--- config.mk ---
export PLATFORM = sky130hd
export DESIGN_NAME = uart_tx_bus_flat
export DESIGN_NICKNAME = d
export VERILOG_FILES = /design/src/rtl/uart_tx_bus_if.sv /design/src/rtl/uart_tx_bus.sv /design/src/flat_wrapper.sv
export SDC_FILE = /design/constraint.sdc
export NUM_CORES = 1
export LEC_CHECK = 0
export ABC_AREA = 1
export CORE_ASPECT_RATIO = 0.8
export CORE_MARGIN = 2
export CORE_UTILIZATION = 50
export CTS_CLUSTER_DIAMETER = 100
export DETAILED_ROUTE_END_ITERATION = 8
export GPL_TIMING_DRIVEN = 0
export HOLD_SLACK_MARGIN = 0.05
export PLACE_DENSITY = 0.74
export SYNTH_ARGS = -nofsm -noshare
export SYNTH_HDL_FRONTEND = slang
export SYNTH_SLANG_ARGS = --single-unit
export TNS_END_PERCENT = 50
--- constraint.sdc ---
create_clock -name clk -period 2.8 [get_ports clk]
set_input_delay 0.56 -clock clk [delete_from_list [all_inputs] [get_ports clk]]
set_output_delay 0.56 -clock clk [all_outputs]
set_load 0.1 [all_outputs]
--- src/rtl/uart_tx_bus_if.sv ---
// uart_tx_bus_if: the core data bus as seen by a memory-mapped slave.
// Carries the byte address, write data and byte strobes, single-cycle read and
// write requests, and the registered read data that comes back.
`timescale 1ns/1ps

interface uart_tx_bus_if;
  logic [31:0] addr;
  logic [31:0] wdata;
  logic        re;
  logic        we;
  logic [3:0]  wstrb;
  logic [31:0] rdata;

  // The core drives requests and samples read data.
  modport master (
    output addr, wdata, re, we, wstrb,
    input  rdata
  );

  // The peripheral samples requests and returns read data.
  modport slave (
    input  addr, wdata, re, we, wstrb,
    output rdata
  );
endinterface

--- src/rtl/uart_tx_bus.sv ---
// uart_tx_bus: memory-mapped UART transmitter sitting beside the data RAM.
// The core pushes bytes into a TX FIFO through TXDATA. It reads STATUS and
// BAUDDIV over the same bus. A serializer drains the FIFO onto tx as 8N1
// frames, with each bit held for BAUDDIV+1 clocks.
// Optional feature: define UART_TX_PARITY_EN to insert an even-parity bit
// between the data bits and the stop bit. When it is set, STATUS bit4 reads 1.
`timescale 1ns/1ps

module uart_tx_bus #(
  parameter logic [31:0] BASE_ADDR   = 32'h1000_0000,
  parameter int          FIFO_DEPTH  = 8,
  parameter logic [15:0] DEFAULT_DIV = 16'd867
) (
  input  logic            clk,
  input  logic            rst,   // asynchronous, active low
  uart_tx_bus_if.slave    bus,
  output logic            tx,
  output logic            irq
);

  localparam int PW = $clog2(FIFO_DEPTH);
  localparam int CW = PW + 1;

`ifdef UART_TX_PARITY_EN
  localparam logic PARITY_FLAG = 1'b1;
`else
  localparam logic PARITY_FLAG = 1'b0;
`endif

  typedef enum logic [1:0] {
    REG_TXDATA = 2'd0,
    REG_STATUS = 2'd1,
    REG_BAUD   = 2'd2,
    REG_RSVD   = 2'd3
  } reg_e;

  typedef enum logic [2:0] {
    S_IDLE,
    S_START,
    S_DATA,
`ifdef UART_TX_PARITY_EN
    S_PARITY,
`endif
    S_STOP
  } state_e;

  // ---------------------------------------------------------------------------
  // Bus decode
  // ---------------------------------------------------------------------------
  logic        w_sel;
  reg_e        w_off;
  logic        w_wr;
  logic        w_rd;
  logic        w_push_req;
  logic        w_push;
  logic        w_ovf_set;
  logic        w_ovf_clr;
  logic        w_baud_wr;

  assign w_sel      = (bus.addr[31:4] == BASE_ADDR[31:4]);
  assign w_off      = reg_e'(bus.addr[3:2]);
  assign w_wr       = bus.we & w_sel;
  assign w_rd       = bus.re & w_sel;
  assign w_push_req = w_wr & (w_off == REG_TXDATA) & bus.wstrb[0];
  assign w_ovf_clr  = w_wr & (w_off == REG_STATUS) & bus.wstrb[0] & bus.wdata[3];
  assign w_baud_wr  = w_wr & (w_off == REG_BAUD);

  // Bus bits that carry no information for this block.
  logic w_unused;
  assign w_unused = ^{bus.addr[1:0], bus.wdata[31:16], bus.wstrb[3:2]};

  // ---------------------------------------------------------------------------
  // TX FIFO
  // ---------------------------------------------------------------------------
  logic [7:0]    r_mem [FIFO_DEPTH];
  logic [PW-1:0] r_wr_ptr;
  logic [PW-1:0] r_rd_ptr;
  logic [CW-1:0] r_count;
  logic          w_full;
  logic          w_empty;
  logic          w_pop;
  logic [7:0]    w_head;

  // Full is taken from the registered count, so a push into a full FIFO is
  // dropped even if the serializer pops in the same cycle.
  assign w_full    = (r_count == CW'(FIFO_DEPTH));
  assign w_empty   = (r_count == '0);
  assign w_push    = w_push_req & ~w_full;
  assign w_ovf_set = w_push_req &  w_full;
  assign w_head    = r_mem[r_rd_ptr];

  // Storage array: the write pointer places each accepted byte.
  // NOTE: the data array has no reset; only the pointers and count define which entries are valid.
  always_ff @(posedge clk) begin
    if (w_push) r_mem[r_wr_ptr] <= bus.wdata[7:0];
  end

  // Pointers wrap naturally modulo FIFO_DEPTH; the count tracks occupancy.
  // NOTE: sequential state uses non-blocking assignments so every register samples pre-edge values.
  always_ff @(posedge clk or negedge rst) begin
    if (!rst) begin
      r_wr_ptr <= '0;
      r_rd_ptr <= '0;
      r_count  <= '0;
    end else begin
      if (w_push) r_wr_ptr <= r_wr_ptr + PW'(1);
      if (w_pop)  r_rd_ptr <= r_rd_ptr + PW'(1);
      case ({w_push, w_pop})
        2'b10:   r_count <= r_count + CW'(1);
        2'b01:   r_count <= r_count - CW'(1);
        default: r_count <= r_count;
      endcase
    end
  end

  // ---------------------------------------------------------------------------
  // Control registers
  // ---------------------------------------------------------------------------
  logic        r_ovf;
  logic [15:0] r_baud;

  // Sticky overflow flag. A set and a clear cannot coincide because they
  // decode different offsets.
  always_ff @(posedge clk or negedge rst) begin
    if (!rst)           r_ovf <= 1'b0;
    else if (w_ovf_set) r_ovf <= 1'b1;
    else if (w_ovf_clr) r_ovf <= 1'b0;
  end

  // Baud divisor with byte-lane writes.
  always_ff @(posedge clk or negedge rst) begin
    if (!rst) begin
      r_baud <= DEFAULT_DIV;
    end else if (w_baud_wr) begin
      if (bus.wstrb[0]) r_baud[7:0]  <= bus.wdata[7:0];
      if (bus.wstrb[1]) r_baud[15:8] <= bus.wdata[15:8];
    end
  end

  // ---------------------------------------------------------------------------
  // Serializer FSM
  // ---------------------------------------------------------------------------
  state_e      r_state;
  state_e      w_state_nxt;
  logic [15:0] r_div;       // divisor latched for the frame in flight
  logic [15:0] r_cnt;       // clocks left in the current bit, minus one
  logic [7:0]  r_shift;
  logic [2:0]  r_bit_idx;
  logic        r_tx;
  logic        w_bit_done;
  logic        w_load;      // pop the head and start a new frame
  logic        w_reload;    // current bit finished, start the next one
  logic        w_shift;     // advance to the next data bit
  logic        w_tx_lvl;
  logic        w_busy;
`ifdef UART_TX_PARITY_EN
  logic        r_parity;
`endif

  assign w_bit_done = (r_cnt == '0);
  assign w_busy     = (r_state != S_IDLE);

  // State register.
  always_ff @(posedge clk or negedge rst) begin
    if (!rst) r_state <= S_IDLE;
    else      r_state <= w_state_nxt;
  end

  // Next state, line level and datapath strobes. When STOP ends with a byte
  // waiting, the FSM goes straight to START so that frames stay contiguous.
  // NOTE: every output gets a default before the case so no latch is inferred.
  always_comb begin
    w_state_nxt = r_state;
    w_pop       = 1'b0;
    w_load      = 1'b0;
    w_reload    = 1'b0;
    w_shift     = 1'b0;
    w_tx_lvl    = 1'b1;
    case (r_state)
      S_IDLE: begin
        if (!w_empty) begin
          w_pop       = 1'b1;
          w_load      = 1'b1;
          w_state_nxt = S_START;
        end
      end
      S_START: begin
        w_tx_lvl = 1'b0;
        if (w_bit_done) begin
          w_reload    = 1'b1;
          w_state_nxt = S_DATA;
        end
      end
      S_DATA: begin
        w_tx_lvl = r_shift[0];
        if (w_bit_done) begin
          w_reload = 1'b1;
          w_shift  = 1'b1;
          if (r_bit_idx == 3'd7) begin
`ifdef UART_TX_PARITY_EN
            w_state_nxt = S_PARITY;
`else
            w_state_nxt = S_STOP;
`endif
          end
        end
      end
`ifdef UART_TX_PARITY_EN
      S_PARITY: begin
        w_tx_lvl = r_parity;
        if (w_bit_done) begin
          w_reload    = 1'b1;
          w_state_nxt = S_STOP;
        end
      end
`endif
      S_STOP: begin
        w_tx_lvl = 1'b1;
        if (w_bit_done) begin
          if (!w_empty) begin
            w_pop       = 1'b1;
            w_load      = 1'b1;
            w_state_nxt = S_START;
          end else begin
            w_state_nxt = S_IDLE;
          end
        end
      end
      default: w_state_nxt = S_IDLE;
    endcase
  end

  // Bit timer, shift register and registered line driver. tx follows the
  // state by one clock, and it is forced high asynchronously by reset.
  always_ff @(posedge clk or negedge rst) begin
    if (!rst) begin
      r_div     <= '0;
      r_cnt     <= '0;
      r_shift   <= '0;
      r_bit_idx <= '0;
      r_tx      <= 1'b1;
`ifdef UART_TX_PARITY_EN
      r_parity  <= 1'b0;
`endif
    end else begin
      r_tx <= w_tx_lvl;
      if (w_load) begin
        r_div     <= r_baud;
        r_cnt     <= r_baud;
        r_shift   <= w_head;
        r_bit_idx <= '0;
`ifdef UART_TX_PARITY_EN
        r_parity  <= ^w_head;
`endif
      end else if (w_reload) begin
        r_cnt <= r_div;
        if (w_shift) begin
          r_shift   <= {1'b0, r_shift[7:1]};
          r_bit_idx <= r_bit_idx + 3'd1;
        end
      end else if (w_busy) begin
        r_cnt <= r_cnt - 16'd1;
      end
    end
  end

  assign tx  = r_tx;
  assign irq = w_empty & ~w_busy;

  // ---------------------------------------------------------------------------
  // Read path
  // ---------------------------------------------------------------------------
  logic [31:0] w_status;
  logic [31:0] w_rd_val;
  logic [31:0] r_rdata;

  // STATUS word assembly.
  always_comb begin
    w_status           = '0;
    w_status[0]        = w_full;
    w_status[1]        = w_empty;
    w_status[2]        = w_busy;
    w_status[3]        = r_ovf;
    w_status[4]        = PARITY_FLAG;
    w_status[8 +: CW]  = r_count;
  end

  // Register read mux; TXDATA and the reserved slot read as zero.
  always_comb begin
    w_rd_val = '0;
    case (w_off)
      REG_STATUS: w_rd_val = w_status;
      REG_BAUD:   w_rd_val = {16'b0, r_baud};
      default:    w_rd_val = '0;
    endcase
  end

  // Read data is valid for the single cycle that follows a read and is zero
  // at all other times.
  always_ff @(posedge clk or negedge rst) begin
    if (!rst)      r_rdata <= '0;
    else if (w_rd) r_rdata <= w_rd_val;
    else           r_rdata <= '0;
  end

  assign bus.rdata = r_rdata;

endmodule
--- src/flat_wrapper.sv ---
// flat-port wrapper written by rule: the top's interface ports become plain ports
module uart_tx_bus_flat 
#(
  parameter logic [31:0] BASE_ADDR   = 32'h1000_0000,
  parameter int          FIFO_DEPTH  = 8,
  parameter logic [15:0] DEFAULT_DIV = 16'd867
)
  (clk, rst, tx, irq, bus_addr, bus_wdata, bus_re, bus_we, bus_wstrb, bus_rdata);
  uart_tx_bus_if bus_i ();
  input  logic clk;
  input  logic rst;
  output logic tx;
  output logic irq;
  input wire logic [$bits(bus_i.addr)-1:0] bus_addr;
  input wire logic [$bits(bus_i.wdata)-1:0] bus_wdata;
  input wire logic [$bits(bus_i.re)-1:0] bus_re;
  input wire logic [$bits(bus_i.we)-1:0] bus_we;
  input wire logic [$bits(bus_i.wstrb)-1:0] bus_wstrb;
  output wire logic [$bits(bus_i.rdata)-1:0] bus_rdata;
  assign bus_i.addr = bus_addr;
  assign bus_i.wdata = bus_wdata;
  assign bus_i.re = bus_re;
  assign bus_i.we = bus_we;
  assign bus_i.wstrb = bus_wstrb;
  assign bus_rdata = bus_i.rdata;
  uart_tx_bus #(.BASE_ADDR(BASE_ADDR), .FIFO_DEPTH(FIFO_DEPTH), .DEFAULT_DIV(DEFAULT_DIV)) u_core (.clk(clk), .rst(rst), .bus(bus_i), .tx(tx), .irq(irq));
endmodule
Yosys cells after proc, flatten, opt, wreduce, memory -nomap -nowiden:

Memory sizes are Yosys's and may differ from the RTL's.
Cells that the tools add are included.

* add/subtract/negate cells: 6
* equal/unequal tests: 15
* multiplexer cells: 30
* bitwise operators: 13
* reductions and logical operators: 15

Operator list (count)
* $mux W16: 4
* $pmux W16 S2: 1
* $eq A28 B25 Y1 const B: 1
* $mux W3: 8
* $mux W8: 3
* $logic_not A16 Y1: 1
* $sub A16 B1 Y16 const B: 1
* $pmux W3 S4: 1
* $and A1 B1 Y1: 11
* $mux W1: 10
* $add A3 B1 Y3 const B: 3
* $ne A2 B1 Y1 const B: 4
* $pmux W4 S2: 1
* $reduce_bool A2 Y1: 4
* $eq A3 B2 Y1 const B: 2
* $reduce_and A2 Y1: 3
* $reduce_bool A3 Y1: 2
* $reduce_and A5 Y1: 1
* $add A4 B1 Y4 const B: 1
* $eq A2 B1 Y1 const B: 2
* $eq A2 B2 Y1 const B: 2
* $eq A4 B4 Y1 const B: 1
* $logic_not A4 Y1: 1
* $pmux W1 S2: 2
* 8 further kinds: 9

* register bits: 90
* memory bits (writable): 64
* memories kept: 1

Memories
* u_core.r_mem: depth 8, width 8, read ports 1, clocked after memory_dff 0, wr ports 1, line uart_tx_bus.sv:75 `logic [7:0] r_mem [FIFO_DEPTH];`

Logic depth before layout (Yosys ltp):

* depth after elaboration: 7
* gate-level depth with buffers: 16

Worst setup path before layout:

OpenSTA, ideal clock, no wires.

* path kind: register to output
* start: register u_core.r_count[1]
* end: output port irq
* data arrival time: 2018 ps
* slack: 222 ps
* cell stages (with the launch flop): 4
* buffers on the path: 0
* cell sequence: dfrtp_1 -> nor2_1 -> nand3_1 -> nor2_1

* longest elaborated chain between the ends: 2

Ends and longest elaborated chain
* from (decl): line uart_tx_bus.sv:78 `logic [CW-1:0] r_count;`
* from (signal assigned): line uart_tx_bus.sv:109 `2'b10: r_count <= r_count + CW'(1);`
* from (signal assigned): line uart_tx_bus.sv:110 `2'b01: r_count <= r_count - CW'(1);`
* from (signal assigned): line uart_tx_bus.sv:111 `default: r_count <= r_count;`
* $logic_not A4 Y1: line uart_tx_bus.sv:87 `assign w_empty = (r_count == '0);`
* $and A1 B1 Y1: line uart_tx_bus.sv:268 `assign irq = w_empty & ~w_busy;`
* to (decl): line flat_wrapper.sv:13 `output logic irq;`

No other way between the ends.

Worst setup path after layout:

Same ends and word-level chain as after synthesis.

==> impl_metrics.env <==
export IMPL_status="finished, final reports clean"
export IMPL_max_cap_viol_count=0
export IMPL_drtPass1Iterations=5
export IMPL_gr_usage_all_layers_pct=23.0
export IMPL_die_area_mm2=0.0157
export IMPL_r2r_start="u_core.r_count[1]"
export IMPL_path_max_fanout=6
export IMPL_holdPathEnd="u_core.r_div[10]"
export IMPL_worstSetupPathType="reg -> out"
export IMPL_syn_to_final_growth_pct=23.7
export IMPL_syn_inst=819
export IMPL_min_path_cells=2
export IMPL_seq_area_frac_synth_pct=56.4
export IMPL_cts_buffers=17
export IMPL_rr_endpoint="u_core.r_count[3]"
export IMPL_ant_nets=0
export IMPL_cp_top_family="simple AND/OR/NAND/NOR gates"
export IMPL_skew_ns=0.00915
export IMPL_final_nets=1016
export IMPL_ys_ff_latch=153
export IMPL_synthArstFlopShare_pct=58.2
export IMPL_hold_violations=0
export IMPL_start_kind="register"
export IMPL_coreArea_mm2=0.0143
export IMPL_synth_cell_types=39
export IMPL_reg2reg_slack_ns=0.17
export IMPL_final_instance_count_excl_fill=1125
export IMPL_crit_slowest_cell="clkdlybuf4s15_2"
export IMPL_clkLatencyLatePin_ns=0.43
export IMPL_drc=0
export IMPL_grt_pass1_vias=5555
export IMPL_grt_pass1_wl_um=28100
export IMPL_place_hpwl_um=12000
export IMPL_endpoint_kind="primary output"
export IMPL_ys_warn_count=0
export IMPL_finalSetupViolCount=0
export IMPL_slew_headroom_pct=33.6
export IMPL_first_iter_violations=671
export IMPL_min_from="u_core.r_div[10]"
export IMPL_finalMaxSlewViolations=0
export IMPL_dieHeight_um=113
export IMPL_vias=5996
export IMPL_fin_crit_sh_pct=95.0
export IMPL_row_count=39
export IMPL_finalPower_w=0.00587
export IMPL_required_ns=2.24
export IMPL_max_freq_ghz=0.376
export IMPL_hold_path_class="reg -> reg"
export IMPL_cp_arrival_ns=2.10
export IMPL_grt_start_max_net_pins=72
export IMPL_synth_edf_count=64
export IMPL_viasPerCell=5.33
export IMPL_cts_sinks=153
export IMPL_antenna_cells=0
export IMPL_antenna_found_initial=0
export IMPL_gr_total_overflow=0
export IMPL_yosys_most_used_dff="dfrtp_1"
export IMPL_reg2reg_depth=14
export IMPL_drive_gt1_share_pct=11.8
export IMPL_place_gp_congestion=0.915
export IMPL_start_util_pct=51.4
export IMPL_wirelength_um=17700
export IMPL_io_buffers=69
export IMPL_cts_root_buf="clkbuf_16"
export IMPL_critical_path_buf_inv_count=1
export IMPL_cts_reportedPaths_clkPinSlew_ns=0.07
export IMPL_cts_tree="built"
export IMPL_die_width_um=140
export IMPL_nFillCells=1156
export IMPL_h_tree_depth=4
export IMPL_dp_cells=1088
export IMPL_synth_area_mm2=0.00737
export IMPL_powerDensity_mw_per_mm2=644
export IMPL_cts_buffer_depth=2
export IMPL_tightest_slew_ns=0.993
export IMPL_boundaryPins=106
export IMPL_ir_worst_vdd_uv=516
export IMPL_worstPathCellList="nor2_2, nand3_2, nor2_1, clkdlybuf4s15_2"
export IMPL_avgSynthCellArea_um2=9.00
export IMPL_period_needed_ns=2.66
export IMPL_wl_per_cell_um=15.7
export IMPL_power_leakage_nw=4.11
export IMPL_cpPeakStageDelay_ns=0.58
==> how the worst max path moves through the flow <==
stage / depth (start not counted) / from / to / slack, ns
finish: 4 / u_core.r_count[1] / irq / 0.14
global placement: 1 / rst / u_core.bus.rdata[10] / -2.12
detailed placement: 8 / bus_addr[28] / u_core.r_mem[2][5] / -0.80
floorplan: 3 / u_core.r_count[1] / irq / 0.22
global route: 15 / bus_addr[23] / u_core.r_count[3] / -0.04
CTS: 4 / u_core.r_count[1] / irq / 0.02
==> cells by family (layout without fill, tap and decap cells) <==
kind of cell,after synthesis,count (layout),share of synthesized area (%)
AO/OA/AOI/OAI,86,86,6.07
XOR/XNOR,10,10,1.19
adder cells (fa/ha/maj),16,16,2.71
buffers and inverters,113,220,7.63
flip-flops,153,153,56.4
other,1,16,0.0509
AND/OR/NAND/NOR,440,440,26.0
==> per-layer routing <==
metal	track usage (%)	wire length, um	up-vias
met3	4.86	1250	29
li1	-	-	2888
met2	35.0	8170	259
met5	0	0	-
met1	33.1	8020	2820
met4	7.73	266	0
==> where the power goes <==
group	internal, W	total (W)	switching [W]
clock network	0.00137	0.00241	0.00104
logic	0.000358	0.00106	0.000699
registers	0.00239	0.00240	0.0000147
==> per-stage QoR <==
stage / instance area, um^2 / util, % / setup slack [ns] / hold slack [ns] / TNS (ns)
finish: 9130 / 63.6 / 0.140 / 0.478 / 0
detailed placement: 8380 / 58.4 / -0.796 / 0.466 / -42.52
global placement: 8350 / 58.2 / -2.12 / 0.463 / -224.94
floorplan: 7430 / - / 0.222 / 0.264 / 0
global route: 9130 / 63.6 / -0.0389 / 0.513 / -0.0389
CTS: 9060 / 63.1 / 0.0207 / 0.483 / 0
==> sequential cells by signal (all words and copies together), names as in the netlist <==
| signal | cells |
|---|---|
| u_core.r_wr_ptr | 3 |
| u_core.tx | 1 |
| u_core.r_count | 4 |
| u_core.r_rd_ptr | 3 |
| u_core.r_baud | 16 |
| u_core.r_bit_idx | 3 |
| u_core.bus.rdata | 16 |
| u_core.r_div | 16 |
| u_core.r_ovf | 1 |
| u_core.r_shift | 8 |
| u_core.r_state | 2 |
| u_core.r_mem | 64 |
| u_core.r_cnt | 16 |
==> synthesized netlist by cell type, types with 9 or more instances <==
master / count / area, um^2
a21oi_1: 10 / 50.1
buf_2: 9 / 45.0
buf_4: 18 / 135
dfrtp_1: 82 / 2050
edfxtp_1: 64 / 1920
ha_1: 16 / 200
inv_1: 64 / 240
nand2_1: 216 / 811
nand3_1: 100 / 500
nor2_1: 87 / 327
nor3_1: 10 / 50.1
o21ai_0: 58 / 290
==> cell type report <==
cell class | count | area, um^2 | share of cell area, %
sequential | 153 | 4160 | 45.6
buffer | 46 | 315 | 3.46
tap | 184 | 230 | 2.52
timing repair buffer | 75 | 757 | 8.30
multi-input combinational | 568 | 2790 | 30.5
inverter | 67 | 251 | 2.76
clock inverter | 15 | 203 | 2.22
clock buffer | 17 | 425 | 4.66
==> placed cells by master, fill, tap and decap left out, types with 2 or more instances in the layout <==
cell type / netlist / final
xnor2_1: 6 / 5
o21ai_0: 58 / 58
o211ai_1: 2 / 2
dfrtp_1: 82 / 82
bufinv_16: 0 / 2
nand4_4: 2 / 2
inv_1: 64 / 64
inv_8: 0 / 3
buf_4: 18 / 22
ha_1: 16 / 15
conb_1: 1 / 16
nand4_1: 7 / 7
buf_2: 9 / 9
dfstp_2: 7 / 7
o22ai_1: 6 / 6
o21ai_1: 8 / 8
inv_6: 0 / 5
nand2_1: 216 / 216
clkbuf_1: 8 / 8
nand3_1: 100 / 99
clkdlybuf4s50_1: 0 / 67
clkinv_1: 2 / 2
nor2_1: 87 / 86
nor2_2: 7 / 8
clkbuf_16: 0 / 17
buf_6: 8 / 9
a21oi_1: 10 / 10
edfxtp_1: 64 / 64
clkinv_8: 0 / 3
nor3_1: 10 / 2
buf_1: 3 / 3
xor2_1: 4 / 3
nand2_2: 2 / 2
nor3_2: 0 / 8
==> repair_timing <==
action,4_1_cts,5_1_grt
setup endpoints to repair,57,25
gates cloned,0,0
buffers inserted,0,4
pin swaps,0,2
resized for setup,10,7
hold buffers,1,0
endpoints found under the hold margin,17,0
==> tightest hold or removal path, cell delays in order (launching register included) <==
cell     delay (ns)
dfrtp_1        0.34
nand2_1        0.05
nand2_1        0.05
No activity file was read; power rests on OpenSTA's default activity.
